`src/rtl/tone_decoder_if.sv`:
```
// tone_decoder_if: signal bundle between the tone decoder and its consumer.
// The decoder side uses the master modport and the consumer side uses the slave modport.
// The period readout signals exist only when TONE_DECODER_PERIOD_OUT_EN is defined.
interface tone_decoder_if;
    logic        tone_in;
    logic [2:0]  note;
    logic        note_valid;
    logic        note_stb;
`ifdef TONE_DECODER_PERIOD_OUT_EN
    logic [17:0] period_meas;
    logic        period_stb;
`endif

`ifdef TONE_DECODER_PERIOD_OUT_EN
    modport master (
        input  tone_in,
        output note,
        output note_valid,
        output note_stb,
        output period_meas,
        output period_stb
    );

    modport slave (
        output tone_in,
        input  note,
        input  note_valid,
        input  note_stb,
        input  period_meas,
        input  period_stb
    );
`else
    modport master (
        input  tone_in,
        output note,
        output note_valid,
        output note_stb
    );

    modport slave (
        output tone_in,
        input  note,
        input  note_valid,
        input  note_stb
    );
`endif
endinterface

```
`src/rtl/tone_decoder.sv`:
```
// tone_decoder: receive-side companion to the square-wave tone generator.
// It measures the period of tone_in in sys_clk cycles and classifies it as one of the notes DO..SI (codes 1..7).
// Code 0 means silence or an unknown period.
// A classification must repeat MATCH_CNT times in a row before it reaches the note output.
// Optional feature macro: TONE_DECODER_PERIOD_OUT_EN.
// When it is defined, the block exposes the last captured period (period_meas) and a capture strobe (period_stb).
module tone_decoder #(
    parameter logic [17:0] DO        = 18'd190839,
    parameter logic [17:0] RE        = 18'd170067,
    parameter logic [17:0] MI        = 18'd151514,
    parameter logic [17:0] FA        = 18'd143265,
    parameter logic [17:0] SO        = 18'd127550,
    parameter logic [17:0] LA        = 18'd113635,
    parameter logic [17:0] SI        = 18'd101213,
    parameter logic [17:0] TOL       = 18'd2000,
    parameter logic [17:0] TIMEOUT   = 18'd250000,
    parameter logic [2:0]  MATCH_CNT = 3'd3
) (
    input  logic             sys_clk,
    input  logic             sys_rst_n,
    tone_decoder_if.master   bus
);

    localparam logic [0:0] ST_IDLE = 1'b0;
    localparam logic [0:0] ST_MEAS = 1'b1;

    // Input path
    logic        sync1_r;
    logic        sync2_r;
    logic        sync3_r;
    logic        rise_s;

    // Period measurement
    logic [17:0] cnt_r;
    logic [0:0]  state_r;
    logic [17:0] period_r;
    logic        cap_r;
    logic        timeout_s;

    // Classification and debounce
    logic [2:0]  cls_s;
    logic [2:0]  cand_r;
    logic [2:0]  match_r;
    logic [2:0]  cand_nxt_s;
    logic [2:0]  match_nxt_s;
    logic        commit_s;

    // Registered outputs
    logic [2:0]  note_r;
    logic        valid_r;
    logic        stb_r;

    // True when period lies within +/- tol of (half_cnt + 1).
    // The compare is done in 20 bits with no subtraction, so it cannot overflow or underflow.
    function automatic logic in_window(
        input logic [17:0] period,
        input logic [17:0] half_cnt,
        input logic [17:0] tol
    );
        logic [19:0] p;
        logic [19:0] c;
        logic [19:0] t;
        p = {2'b00, period};
        c = {2'b00, half_cnt} + 20'd1;
        t = {2'b00, tol};
        in_window = ((p + t) >= c) && (p <= (c + t));
    endfunction

    // Single-cycle pulse on each synchronized rising edge of tone_in.
    assign rise_s = sync2_r & ~sync3_r;

    // Counter saturation seen in MEAS without a rise means the tone has gone away.
    assign timeout_s = (state_r == ST_MEAS) && (cnt_r == TIMEOUT) && !rise_s;

    // Two-flop synchronizer on tone_in, plus a history flop for edge detection.
    always_ff @(posedge sys_clk or negedge sys_rst_n) begin
        if (!sys_rst_n) begin
            sync1_r <= 1'b0;
            sync2_r <= 1'b0;
            sync3_r <= 1'b0;
        end else begin
            sync1_r <= bus.tone_in;
            sync2_r <= sync1_r;
            sync3_r <= sync2_r;
        end
    end

    // Period counter: clears on each rise and otherwise counts up to TIMEOUT, where it holds without wrapping.
    always_ff @(posedge sys_clk or negedge sys_rst_n) begin
        if (!sys_rst_n) begin
            cnt_r <= 18'd0;
        end else if (rise_s) begin
            cnt_r <= 18'd0;
        end else if (cnt_r != TIMEOUT) begin
            cnt_r <= cnt_r + 18'd1;
        end else begin
            cnt_r <= cnt_r;
        end
    end

    // Measurement FSM.
    // The first rise out of IDLE only arms MEAS.
    // In MEAS, a rise ends the current period; a rise in the same cycle as the timeout wins.
    always_ff @(posedge sys_clk or negedge sys_rst_n) begin
        if (!sys_rst_n) begin
            state_r <= ST_IDLE;
        end else begin
            case (state_r)
                ST_IDLE: begin
                    if (rise_s) begin
                        state_r <= ST_MEAS;
                    end else begin
                        state_r <= ST_IDLE;
                    end
                end
                ST_MEAS: begin
                    if (rise_s) begin
                        state_r <= ST_MEAS;
                    end else if (cnt_r == TIMEOUT) begin
                        state_r <= ST_IDLE;
                    end else begin
                        state_r <= ST_MEAS;
                    end
                end
                default: begin
                    state_r <= ST_IDLE;
                end
            endcase
        end
    end

    // Capture the period that ends on a rise in MEAS, and flag the capture for one cycle.
    always_ff @(posedge sys_clk or negedge sys_rst_n) begin
        if (!sys_rst_n) begin
            period_r <= 18'd0;
            cap_r    <= 1'b0;
        end else if ((state_r == ST_MEAS) && rise_s) begin
            period_r <= cnt_r + 18'd1;
            cap_r    <= 1'b1;
        end else begin
            period_r <= period_r;
            cap_r    <= 1'b0;
        end
    end

    // Map the captured period to a note code; anything outside every window maps to 0.
    always_comb begin
        cls_s = 3'd0;
        if (in_window(period_r, DO, TOL)) begin
            cls_s = 3'd1;
        end else if (in_window(period_r, RE, TOL)) begin
            cls_s = 3'd2;
        end else if (in_window(period_r, MI, TOL)) begin
            cls_s = 3'd3;
        end else if (in_window(period_r, FA, TOL)) begin
            cls_s = 3'd4;
        end else if (in_window(period_r, SO, TOL)) begin
            cls_s = 3'd5;
        end else if (in_window(period_r, LA, TOL)) begin
            cls_s = 3'd6;
        end else if (in_window(period_r, SI, TOL)) begin
            cls_s = 3'd7;
        end else begin
            cls_s = 3'd0;
        end
    end

    // Next candidate and run length after the current classification.
    // commit_s is set when the run reaches MATCH_CNT on a new value.
    always_comb begin
        cand_nxt_s  = cand_r;
        match_nxt_s = match_r;
        commit_s    = 1'b0;
        if (cls_s == cand_r) begin
            cand_nxt_s = cand_r;
            if (match_r >= MATCH_CNT) begin
                match_nxt_s = MATCH_CNT;
            end else begin
                match_nxt_s = match_r + 3'd1;
            end
        end else begin
            cand_nxt_s  = cls_s;
            match_nxt_s = 3'd1;
        end
        if (cap_r && !timeout_s && (match_nxt_s == MATCH_CNT) && (cand_nxt_s != note_r)) begin
            commit_s = 1'b1;
        end else begin
            commit_s = 1'b0;
        end
    end

    // Debounce state: a timeout forgets the candidate, and each capture advances it.
    always_ff @(posedge sys_clk or negedge sys_rst_n) begin
        if (!sys_rst_n) begin
            cand_r  <= 3'd0;
            match_r <= 3'd0;
        end else if (timeout_s) begin
            cand_r  <= 3'd0;
            match_r <= 3'd0;
        end else if (cap_r) begin
            cand_r  <= cand_nxt_s;
            match_r <= match_nxt_s;
        end else begin
            cand_r  <= cand_r;
            match_r <= match_r;
        end
    end

    // Output registers.
    // A timeout silences a sounding note; a debounced new value replaces note.
    // note_stb marks each real change of note.
    always_ff @(posedge sys_clk or negedge sys_rst_n) begin
        if (!sys_rst_n) begin
            note_r  <= 3'd0;
            valid_r <= 1'b0;
            stb_r   <= 1'b0;
        end else if (timeout_s) begin
            if (note_r != 3'd0) begin
                note_r  <= 3'd0;
                valid_r <= 1'b0;
                stb_r   <= 1'b1;
            end else begin
                note_r  <= note_r;
                valid_r <= valid_r;
                stb_r   <= 1'b0;
            end
        end else if (commit_s) begin
            note_r  <= cand_nxt_s;
            valid_r <= (cand_nxt_s != 3'd0);
            stb_r   <= 1'b1;
        end else begin
            note_r  <= note_r;
            valid_r <= valid_r;
            stb_r   <= 1'b0;
        end
    end

    assign bus.note       = note_r;
    assign bus.note_valid = valid_r;
    assign bus.note_stb   = stb_r;

`ifdef TONE_DECODER_PERIOD_OUT_EN
    // period_r and cap_r are already registered and reset to zero, so they drive the readout directly.
    assign bus.period_meas = period_r;
    assign bus.period_stb  = cap_r;
`endif

endmodule

```
`src/flat_wrapper.sv`:
```
// flat-port wrapper written by rule: the top's interface ports become plain ports
module tone_decoder_flat 
#(
    parameter logic [17:0] DO        = 18'd190839,
    parameter logic [17:0] RE        = 18'd170067,
    parameter logic [17:0] MI        = 18'd151514,
    parameter logic [17:0] FA        = 18'd143265,
    parameter logic [17:0] SO        = 18'd127550,
    parameter logic [17:0] LA        = 18'd113635,
    parameter logic [17:0] SI        = 18'd101213,
    parameter logic [17:0] TOL       = 18'd2000,
    parameter logic [17:0] TIMEOUT   = 18'd250000,
    parameter logic [2:0]  MATCH_CNT = 3'd3
)
  (sys_clk, sys_rst_n, bus_tone_in, bus_note, bus_note_valid, bus_note_stb);
  tone_decoder_if bus_i ();
  input  logic sys_clk;
  input  logic sys_rst_n;
  input wire logic [$bits(bus_i.tone_in)-1:0] bus_tone_in;
  output wire logic [$bits(bus_i.note)-1:0] bus_note;
  output wire logic [$bits(bus_i.note_valid)-1:0] bus_note_valid;
  output wire logic [$bits(bus_i.note_stb)-1:0] bus_note_stb;
  assign bus_i.tone_in = bus_tone_in;
  assign bus_note = bus_i.note;
  assign bus_note_valid = bus_i.note_valid;
  assign bus_note_stb = bus_i.note_stb;
  tone_decoder #(.DO(DO), .RE(RE), .MI(MI), .FA(FA), .SO(SO), .LA(LA), .SI(SI), .TOL(TOL), .TIMEOUT(TIMEOUT), .MATCH_CNT(MATCH_CNT)) u_core (.sys_clk(sys_clk), .sys_rst_n(sys_rst_n), .bus(bus_i));
endmodule
```
`config.mk`:
```
export PLATFORM = sky130hd
export DESIGN_NAME = tone_decoder_flat
export DESIGN_NICKNAME = d
export VERILOG_FILES = /design/src/rtl/tone_decoder_if.sv /design/src/rtl/tone_decoder.sv /design/src/flat_wrapper.sv
export SDC_FILE = /design/constraint.sdc
export NUM_CORES = 1
export LEC_CHECK = 0
export CORE_AREA = 2 2 93 95
export CTS_BUF_LIST = sky130_fd_sc_hd__clkbuf_4 sky130_fd_sc_hd__clkbuf_8 sky130_fd_sc_hd__clkbuf_16
export CTS_CLUSTER_SIZE = 25
export DETAILED_ROUTE_END_ITERATION = 12
export DIE_AREA = 0 0 95 97
export GPL_ROUTABILITY_DRIVEN = 0
export MAX_ROUTING_LAYER = met4
export PLACE_DENSITY = 0.65
export SLEW_MARGIN = 20
export SYNTH_ARGS = -nofsm -noshare
export SYNTH_HDL_FRONTEND = slang
export SYNTH_SLANG_ARGS = --single-unit
```
`constraint.sdc`:
```
create_clock -name sys_clk -period 5.33 [get_ports sys_clk]
set_input_delay 1.066 -clock sys_clk [delete_from_list [all_inputs] [get_ports sys_clk]]
set_output_delay 1.066 -clock sys_clk [all_outputs]
set_load 0.02 [all_outputs]
```
==> summary.md, run 1 <==
| Metric | Value |
|---|---|
| Max Transition Viols Final | `0` |
| Slew HR | `0.3484` |
| Number of synthesized register bits | `52` |
| Sw frac | `0.3305` |
| Critical path arrival | `4.63 ns` |
| Hold crit path type | `flip-flop to flip-flop` |
| FF-to-FF setup slack | `0.93 ns` |
| Sequential area share after synthesis | `0.3230` |
| LEAKAGE | `around 1.7 nW` |
| Pre-CTS WS | `roughly 1 ns` |
| Via-to-Cell Ratio | `around 6.4` |
| Power density over the cells | `between 200 and 250 nW/um^2` |
| Main synth FF type | `dfrtp_1` |
| Total CTS buffers | `5` |
| Critical R2R Launch | `u_core.period_r[4]` |
| Row cnt | `33` |
| Initial antenna violation count | `0` |
| Status | `completed` |
| CP max stage delay | `between 0.6 and 0.7 ns` |
| Final period util | `0.8246` |
| Clock transition at path regs | `roughly 0.090 ns` |
| Fillers | `between 700 and 800` |
| Area Overhead vs Synth | `4.472%` |
| Ant diodes | `0` |
| Critical path, cell by cell | `ha_1 > or4_4 > o32a_1 > nor4_2 > o211ai_1 > a211oi_2 > nand2b_1 > nand3_1 > a32oi_2 > nand4_4 > or4_1 > o21ai_1` |
| Final hold violation count | `0` |
| Drc violations | `0` |
| Netlist cell types | `73` |
| Worst-path fanout max | `14` |
| Layout net count | `490` |
| Tightest Pin Transition | `between 0.9 and 1 ns` |
| Reg power frac | `0.544` |
| Root Buffer | `clkbuf_8` |
| Synth top cells by count | `nand2_1 (56), dfrtp_1 (52), nor2_1 (52)` |
| Hold wc startpoint | `u_core.sync1_r` |
| Synth area leaders | `dfrtp_1 (32%), nand2_1 (5.2%), nor2_1 (4.8%), xnor2_1 (3.3%), xor2_1 (3.3%)` |
| IO Count | `8` |
| DR iter-0 viols | `about 300` |
| Max IR drop VDD | `about 0.16 mV` |
| Clk network pwr share | `0.253` |
| Die X | `95 um` |
| DP HPWL | `approximately 7.7 mm` |
| Final Critical Period | `~4.4 ns` |
| Worst skew pair latency | `around 0.3 ns` |
| Area leader, netlist | `dfrtp_1` |
| Post-synth top area share | `0.3230` |
| Vias in the first global route | `about 3,500` |
| DP Cell Count | `between 500 and 600` |
| Die ar. | `between 9000 and 10,000 sq um` |
| Gate power share | `0.203` |
| GR Util All Layers | `0.2454` |
| Cts repair resizes | `0` |
| Final worst slack | `about 0.93 ns` |
| DR WL/cell | `~18 um` |
| Starting Density | `0.4953` |
| Clock Path Buffers | `2` |
| Postcts setup bufs | `0` |
| CTS tree | `yes` |
| Fraction of layout cells with a size suffix above 1 | `0.07307` |
| Int Power | `slightly above 0.6 mW` |
| Finish-stage setup viols | `0` |
| Final TNS setup | `0 ns` |
| Yosys warnings | `0` |
| Largest net degree at the start of global routing | `53` |
| Detailed Route WL | `approximately 10 mm` |
| Critical path origin | `u_core.period_r[4]` |
| Leading cell type by number of instances after synthesis | `nand2_1` |
| Final std cells w/o fill | `584` |
| Setup crit end kind | `flip-flop` |
| CTS Hold Bufs | `0` |
| Global-route wire length before repair | `17.71 mm` |
| Avg Cell Area, Syn | `between 8 and 9 sq um` |
| CP startpoint kind | `flip-flop` |
| Syn nets | `roughly 510` |
| Ys async rst share | `1.000` |
| Drt first pass iters | `5` |
| Slowest cell on the critical path | `or4_4` |
| Clock skew | `approximately 0.0090 ns` |
| Grt total ovfl | `0` |
| P_sw | `0.3064 mW` |
| Mapped Area | `between 4000 and 5000 sq um` |
| Die height | `between 90 and 100 um` |
| Total vias in the final route | `roughly 3,700` |
| Cells after synthesis | `roughly 490` |
| CTS Sinks | `52` |
| RSZ-0062 raised after global routing | `no` |
| Post-synth EDFFs | `0` |
| Final ANT Viol Nets | `0` |
| Core area | `between 8000 and 9000 sq um` |
| Max_cap viols | `0` |
| I/O Buffers | `7` |
| Fmax achieved | `roughly 230 MHz` |
| Total number of H-tree levels | `2` |
| Crit path kind | `flip-flop to flip-flop` |
| Worst EP required | `5.57 ns` |
==> through the flow <==
step,utilization,area [sq um],hold WS [ns],power [mW]
2_1_floorplan,-,4029,0.3312,0.6404
3_3_place_gp,0.5055,4111,0.3481,0.6953
3_5_place_dp,0.5055,4111,0.3418,0.6989
4_1_cts,0.5175,4209,0.3728,0.9378
5_1_grt,0.5175,4209,0.3774,0.9936
6_report,0.5175,4209,0.3701,0.9273
==> layout by cell type, fill, tap and decap left out, types with 5 or more instances in the layout <==
cell             count
nand2_1             56
nor2_1              52
dfrtp_1             52
o21ai_0             26
a21oi_1             25
nand3_1             18
nor3_1              15
xor2_1              15
xnor2_1             15
inv_1               12
nand4_1             12
nor2b_1              9
a211oi_1             9
ha_1                 9
nand2b_1             8
nor4_1               8
and3_1               8
mux2i_1              8
a31oi_1              7
clkbuf_8             6
clkdlybuf4s50_1      6
a21boi_0             5
a41oi_1              5
nor4b_1              5
o2111ai_1            5
==> power by group through the flow <==
stage,Combinational (mW),Clock (mW),Sequential [mW]
3_3_place_gp,0.187,0,0.508
6_report,0.188,0.234,0.504
5_1_grt,0.219,0.261,0.513
3_5_place_dp,0.189,0,0.510
4_1_cts,0.190,0.246,0.502
2_1_floorplan,0.177,0,0.464
==> routing by layer <==
metal  track usage  vias up  part of all wire
met4       0.09922        0             0.031
met5             -        -                 0
met2        0.3508      155              0.45
met3       0.02336       33             0.058
met1        0.3568     1781              0.46
li1              -     1780                 -
==> worst paths after layout <==
| path | end | cells after the start |
|---|---|---|
| setup / recovery | u_core.bus.note_valid | 12 |
| hold / removal | u_core.sync2_r | 0 |
| setup reg to reg | u_core.bus.note_valid | 12 |
| hold reg to reg | u_core.sync2_r | 0 |
| max in group asynchronous | u_core.period_r[1] | 2 |
| min in group asynchronous | u_core.cnt_r[2] | 2 |
==> layout make-up <==
cell class                      count  area [sq um]  share of cell area
Inverter                           12         45.04             0.01070
Clock inverter                      1         7.507            0.001784
Clock buffer                        7         90.09             0.02140
Tap cell                          105         131.4             0.03121
Timing Repair Buffer               10         87.58             0.02081
Multi-Input combinational cell    397          2546              0.6049
Sequential cell                    52          1301              0.3092
==> logic make-up after synthesis <==
logic type | Yosys count | share of synthesized area
buffers and inverters | 44 | 0.04503
AO/OA/AOI/OAI | 127 | 0.2193
XOR/XNOR | 30 | 0.06522
AND/OR/NAND/NOR | 221 | 0.2935
multiplexers | 10 | 0.02609
flip-flops | 52 | 0.3230
adder cells (fa/ha/maj) | 9 | 0.02795
==> worst max-delay path, delay by kind of cell (launching register included) <==
family                   cells  cell delay, ns
adder cells (fa/ha/maj)      1            0.45
flip-flops                   1            0.52
AND/OR/NAND/NOR              6            1.99
AO/OA/AOI/OAI                5            1.36
==> flip-flops by register name, summed over array words and instances (netlist names) <==
| name | flops |
|---|---|
| u_core.cnt_r | 18 |
| u_core.period_r | 18 |
| u_core.bus.note | 3 |
| u_core.cand_r | 3 |
| u_core.match_r | 3 |
| u_core.bus.note_stb | 1 |
| u_core.bus.note_valid | 1 |
| u_core.cap_r | 1 |
| u_core.state_r | 1 |
| u_core.sync1_r | 1 |
| u_core.sync2_r | 1 |
| u_core.sync3_r | 1 |
Note: power is estimated with default switching activity, not from simulation.
==> inputs of run 2 (changes only) <==
==> constraint.sdc (replaced) <==
create_clock -name sys_clk -period 4.1 [get_ports sys_clk]
set_input_delay 0.82 -clock sys_clk [delete_from_list [all_inputs] [get_ports sys_clk]]
set_output_delay 0.82 -clock sys_clk [all_outputs]
set_load 0.02 [all_outputs]
==> run 2 against run 1 <==
  * Clock power grew 29%
  * Critical path depth fell by 1
  * Utilization rose by 2.1 points
  * Sequential share of layout area fell by 1.2 points
  * Non-clock buffer count up 20
  * Worst hold slack worse by 0.013 ns
  * Register-to-register slack worse by 0.75 ns
  * Via count rose by 3.0%
  * Clock skew fell by 0.0018 ns
  * Sequential power is 29% higher
  * Total power rose by 31%
  * Highest routed layer unchanged
==> summary.md, run 2 (synthesized netlist as in run 1, its figures left out) <==
| Metric | Value |
|---|---|
| Drc violations | `0` |
| GR Util All Layers | `0.2518` |
| Crit path kind | `flip-flop to flip-flop` |
| Root Buffer | `clkbuf_8` |
| Worst skew pair latency | `0.30 ns` |
| Initial antenna violation count | `0` |
| Total vias in the final route | `between 3,000 and 4,000` |
| Critical path origin | `u_core.period_r[7]` |
| Drt first pass iters | `5` |
| I/O Buffers | `7` |
| CTS tree | `yes` |
| Total CTS buffers | `5` |
| Total number of H-tree levels | `2` |
| Worst EP required | `4.34 ns` |
| Max_cap viols | `0` |
| Die X | `between 90 and 100 um` |
| Clock Path Buffers | `2` |
| Tightest Pin Transition | `0.9071 ns` |
| CP startpoint kind | `flip-flop` |
| Critical path, cell by cell | `or4_1 > nor3_2 > o32ai_1 > a211oi_1 > o22ai_1 > nor4_4 > mux2i_1 > o21ai_2 > nand4_4 > or4_1 > o21ai_1` |
| Commonest non-fill, non-tap cell in the layout | `nand2_1` |
| Worst-path fanout max | `10` |
| Largest regs | `u_core.cnt_r x18, u_core.period_r x18` |
| CTS Hold Bufs | `0` |
| CTS Sinks | `52` |
| Critical R2R Launch | `u_core.period_r[7]` |
| Detailed Route WL | `10.76 mm` |
| Vias in the first global route | `between 3,000 and 4,000` |
| Most used cell, CP | `or4_1` |
| Clock transition at path regs | `~0.090 ns` |
| Layout net count | `510` |
| Slowest cell on the critical path | `or4_1` |
| DP HPWL | `between 8 and 9 mm` |
| DR WL/cell | `roughly 18 um` |
| Finish-stage setup viols | `0` |
| Power density over the cells | `between 200 and 300 nW/um^2` |
| Most frequent cells in the layout | `nand2_1 (56), nor2_1 (52), dfrtp_1 (52)` |
| Setup crit end kind | `flip-flop` |
| LEAKAGE | `1.805 nW` |
| Final Critical Period | `~3.9 ns` |
| Via-to-Cell Ratio | `6.396` |
| Max Transition Viols Final | `0` |
| Total power | `~1.2 mW` |
| Fmax achieved | `between 200 and 300 MHz` |
| Global-route wire length before repair | `18.28 mm` |
| Placement Cell Area | `roughly 4300 sq um` |
| Die height | `~97 um` |
| Hold wc startpoint | `u_core.sync1_r` |
| Max IR drop VDD | `about 0.26 mV` |
| Core area | `8134 sq um` |
| Row cnt | `33` |
| Largest net degree at the start of global routing | `37` |
| Final period util | `0.9550` |
| Ant diodes | `0` |
| RSZ-0062 raised after global routing | `no` |
| Final worst slack | `~0.18 ns` |
| DP Cell Count | `just under 600` |
| Hold crit path type | `flip-flop to flip-flop` |
| Clock skew | `roughly 0.0071 ns` |
| Final ANT Viol Nets | `0` |
| Design area | `4378 sq um` |
| Critical path arrival | `4.15 ns` |
| Area Overhead vs Synth | `8.665%` |
| Grt total ovfl | `0` |
| Status | `completed` |
| Final TNS setup | `0 ns` |
| Starting Density | `0.4953` |
| CP max stage delay | `about 0.73 ns` |
| Fraction of layout cells with a size suffix above 1 | `0.1142` |
| Pre-CTS WS | `between 0.15 and 0.2 ns` |
| IO Count | `8` |
| Die ar. | `9215 sq um` |
| Final hold violation count | `0` |
| Slew HR | `0.3938` |
| Final std cells w/o fill | `a little over 600` |
| DR iter-0 viols | `roughly 380` |
run 2: changes by cell type in the layout (fill, tap and decap cells not counted):
cell / before / now
nor3_1: 15 / 14
nor4_2: 2 / 1
o31ai_1: 3 / 2
nor4_4: 1 / 2
o31ai_2: 0 / 1
nor3_2: 2 / 3
buf_4: 3 / 23
run 2: area by class of cell:
type,instances,area [sq um]
Fill cell,746,3756
Multi-Input combinational cell,397,2565
Sequential cell,52,1301
Timing Repair Buffer,30,237.7
Tap cell,105,131.4
Clock buffer,7,90.09
Inverter,12,45.04
Clock inverter,1,7.507
run 2: worst paths after layout:
kind / end / slack [ns] / cells after the start
min: u_core.sync2_r / 0.36 / 0
max in group asynchronous: u_core.period_r[16] / 2.87 / 2
max reg2reg: u_core.bus.note_valid / 0.18 / 11
max: u_core.bus.note_valid / 0.18 / 11
min in group asynchronous: u_core.cnt_r[6] / 0.48 / 1
min reg2reg: u_core.sync2_r / 0.36 / 0
run 2: worst max-delay path: cells and delay by family, from the launching register on:
kind,cells,cell delay (ns)
simple gates,5,2.12
compound gates,5,1.04
flops,1,0.52
mux,1,0.15
run 2: repair_timing:
action                     CTS  global route
setup buffers                0             1
setup endpoints to repair    0             1
gates resized for setup      0             3
run 2: metal layers:
metal / global-route usage / part of all wire / wire length [um]
met5: - / 0 / 0
met4: 0.08807 / 0.027 / 288
met3: 0.03427 / 0.067 / 725
met2: 0.3655 / 0.45 / 4867
met1: 0.3606 / 0.45 / 4875
run 2: where the power goes:
part	switching (mW)	internal (mW)
clock network	0.159	0.144
logic	0.154	0.108
registers	0.0912	0.559
run 2: through the flow:
step / hold slack, ns / utilization
global route: 0.3632 / 0.5382
finish: 0.3571 / 0.5382
floorplan: 0.3312 / -
CTS: 0.3626 / 0.5350
global placement: 0.3445 / 0.5230
detailed placement: 0.3404 / 0.5230
==> inputs of run 3 (changes only) <==
--- a/config.mk
+++ b/config.mk
@@ -5,11 +5,10 @@
 export SDC_FILE = /design/constraint.sdc
 export NUM_CORES = 1
 export LEC_CHECK = 0
-export CORE_AREA = 2 2 93 95
-export CTS_BUF_LIST = sky130_fd_sc_hd__clkbuf_4 sky130_fd_sc_hd__clkbuf_8 sky130_fd_sc_hd__clkbuf_16
+export CORE_AREA = 3 3 94 96
 export CTS_CLUSTER_SIZE = 25
 export DETAILED_ROUTE_END_ITERATION = 12
-export DIE_AREA = 0 0 95 97
+export DIE_AREA = 0 0 97 99
 export GPL_ROUTABILITY_DRIVEN = 0
 export MAX_ROUTING_LAYER = met4
 export PLACE_DENSITY = 0.65
==> constraint.sdc (replaced) <==
create_clock -name sys_clk -period 4 [get_ports sys_clk]
set_input_delay 0.8 -clock sys_clk [delete_from_list [all_inputs] [get_ports sys_clk]]
set_output_delay 0.8 -clock sys_clk [all_outputs]
set_load 0.02 [all_outputs]
==> run 3 against run 2 <==
  * Total power increased by 7.6%
  * Via count decreased by 1.3%
  * Worst setup slack improved by 0.017 ns
  * Largest power group unchanged
  * Register-to-register slack improved by 0.02 ns
  * Global-route usage decreased by 1.5 points
  * Cell count increased by 1.2%
  * Wire length decreased by 1.0%
==> summary.md, run 3 (synthesized netlist as in run 1, its figures left out) <==
| Metric | Value |
|---|---|
| Drt first pass iters | `5` |
| Max_cap viols | `0` |
| Die ar. | `between 9000 and 10,000 sq um` |
| Final core area utilization | `0.5475` |
| Final ANT Viol Nets | `0` |
| Slew HR | `0.3885` |
| Ant diodes | `0` |
| Critical path, cell by cell | `ha_1 > or4_4 > o32a_1 > nor4_2 > o211ai_1 > a211oi_2 > nor2_2 > a211o_1 > a32oi_2 > nand4_4 > or4_1 > o21ai_1` |
| LEAKAGE | `approximately 1.9 nW` |
| Vias in the first global route | `approximately 3,700` |
| CP startpoint kind | `flip-flop` |
| IO Count | `8` |
| Fmax achieved | `about 260 MHz` |
| Max Transition Viols Final | `0` |
| CP max stage delay | `around 0.54 ns` |
| DR WL/cell | `17.43 um` |
| Detailed Route WL | `10.65 mm` |
| Die X | `roughly 97 um` |
| Worst skew pair latency | `around 0.30 ns` |
| Worst EP required | `approximately 4.2 ns` |
| Layout net count | `517` |
| Final Critical Period | `between 3 and 4 ns` |
| Final std cells w/o fill | `approximately 610` |
| Slowest cell on the critical path | `or4_4` |
| Final hold violation count | `0` |
| Grt total ovfl | `0` |
| CTS tree | `yes` |
| Via-to-Cell Ratio | `6.241` |
| Area Overhead vs Synth | `10.53%` |
| Placement Cell Area | `4299 sq um` |
| Clock transition at path regs | `~0.09 ns` |
| Initial antenna violation count | `0` |
| Critical path arrival | `around 4.0 ns` |
| Drc violations | `0` |
| Core area | `around 8100 sq um` |
| Max IR drop VDD | `~0.27 mV` |
| Power density over the cells | `around 290 nW/um^2` |
| Total vias in the final route | `around 3,800` |
| Hold crit path type | `input pin to asynchronous set/reset pin` |
| Root Buffer | `clkbuf_8` |
| Global-route wire length before repair | `18.31 mm` |
| DP Cell Count | `~600` |
| DP HPWL | `between 8 and 9 mm` |
| Most frequent cells in the layout | `nand2_1 (56), nor2_1 (52), dfrtp_1 (52)` |
| CTS Sinks | `52` |
| Largest net degree at the start of global routing | `40` |
| Total number of H-tree levels | `2` |
| DR iter-0 viols | `between 400 and 500` |
| Starting Density | `0.4953` |
| Design area | `~4500 sq um` |
| Final TNS setup | `0 ns` |
| Commonest non-fill, non-tap cell in the layout | `nand2_1` |
| CTS Hold Bufs | `0` |
| Tightest Pin Transition | `between 0.9 and 1 ns` |
| Largest regs | `u_core.cnt_r x18, u_core.period_r x18` |
| Worst-path fanout max | `6` |
| Clock skew | `0.002973 ns` |
| Setup crit end kind | `flip-flop` |
| Critical path origin | `u_core.period_r[4]` |
| Finish-stage setup viols | `0` |
| Critical R2R Launch | `u_core.period_r[4]` |
| I/O Buffers | `7` |
| Row cnt | `33` |
| Hold slack | `between 0.3 and 0.4 ns` |
| Status | `completed` |
| Total CTS buffers | `5` |
| GR Util All Layers | `0.2371` |
| Clock Path Buffers | `2` |
| Die height | `slightly below 100 um` |
| Crit path kind | `flip-flop to flip-flop` |
| Final period util | `0.9497` |
| Fraction of layout cells with a size suffix above 1 | `0.1285` |
run 3: cell types whose count changed in the layout (fill, tap and decap cells not counted):
cell,delta
a211oi_1,-1
nand3_2,+1
bufinv_16,+1
clkbuf_8,-1
nand3_1,-1
clkbuf_4,-1
buf_4,+7
inv_6,+1
a211oi_2,+1
nor3_1,+1
nor3_2,-1
run 3: final cells by class:
| class | count | area [sq um] |
|---|---|---|
| Clock buffer | 5 | 68.82 |
| Clock inverter | 3 | 46.29 |
| Fill cell | 784 | 3681 |
| Inverter | 12 | 45.04 |
| Multi-Input combinational cell | 397 | 2570 |
| Sequential cell | 52 | 1301 |
| Tap cell | 105 | 131.4 |
| Timing Repair Buffer | 37 | 290.3 |
run 3: path summary, 6_finish.rpt:
path                                          to  depth (start not counted)  slack [ns]
setup / recovery           u_core.bus.note_valid                         12        0.20
hold reg to reg                   u_core.sync2_r                          0        0.37
hold / removal                 u_core.match_r[2]                          1        0.37
min in group sys_clk              u_core.sync2_r                          0        0.37
max in group asynchronous     u_core.period_r[8]                          2        2.84
setup reg to reg           u_core.bus.note_valid                         12        0.20
run 3: layer usage:
layer,vias to the layer above,track usage,share of wire
met5,-,-,0
met4,0,0.07991,0.025
met3,23,0.02972,0.065
met2,157,0.3652,0.45
met1,1794,0.3251,0.46
li1,1839,-,-
run 3: worst max-delay path: cells and delay by family, from the launching register on:
| kind | cells | cell delay, ns |
|---|---|---|
| AO/OA/AOI/OAI | 6 | 1.51 |
| flip-flops | 1 | 0.39 |
| adder cells (fa/ha/maj) | 1 | 0.21 |
| AND/OR/NAND/NOR | 5 | 1.62 |
run 3: report_power, final:
group / switching, mW / total (mW) / internal (mW)
sequential: 0.0745 / 0.648 / 0.573
clock: 0.172 / 0.361 / 0.188
combinational: 0.176 / 0.298 / 0.122
run 3: stage by stage:
step / setup WS [ns] / power [mW]
after floorplan: 0.3017 / 0.8533
after global placement: 0.1820 / 0.9441
after CTS: 0.08196 / 1.318
after global routing: -0.001773 / 1.394
after detailed placement: 0.1203 / 0.9522
final: 0.2012 / 1.307
run 3: what timing repair did:
action                                 CTS  global route
setup endpoints to repair                0             2
setup buffers                            0             2
endpoints found under the hold margin    0             0
resized for setup                        0             4
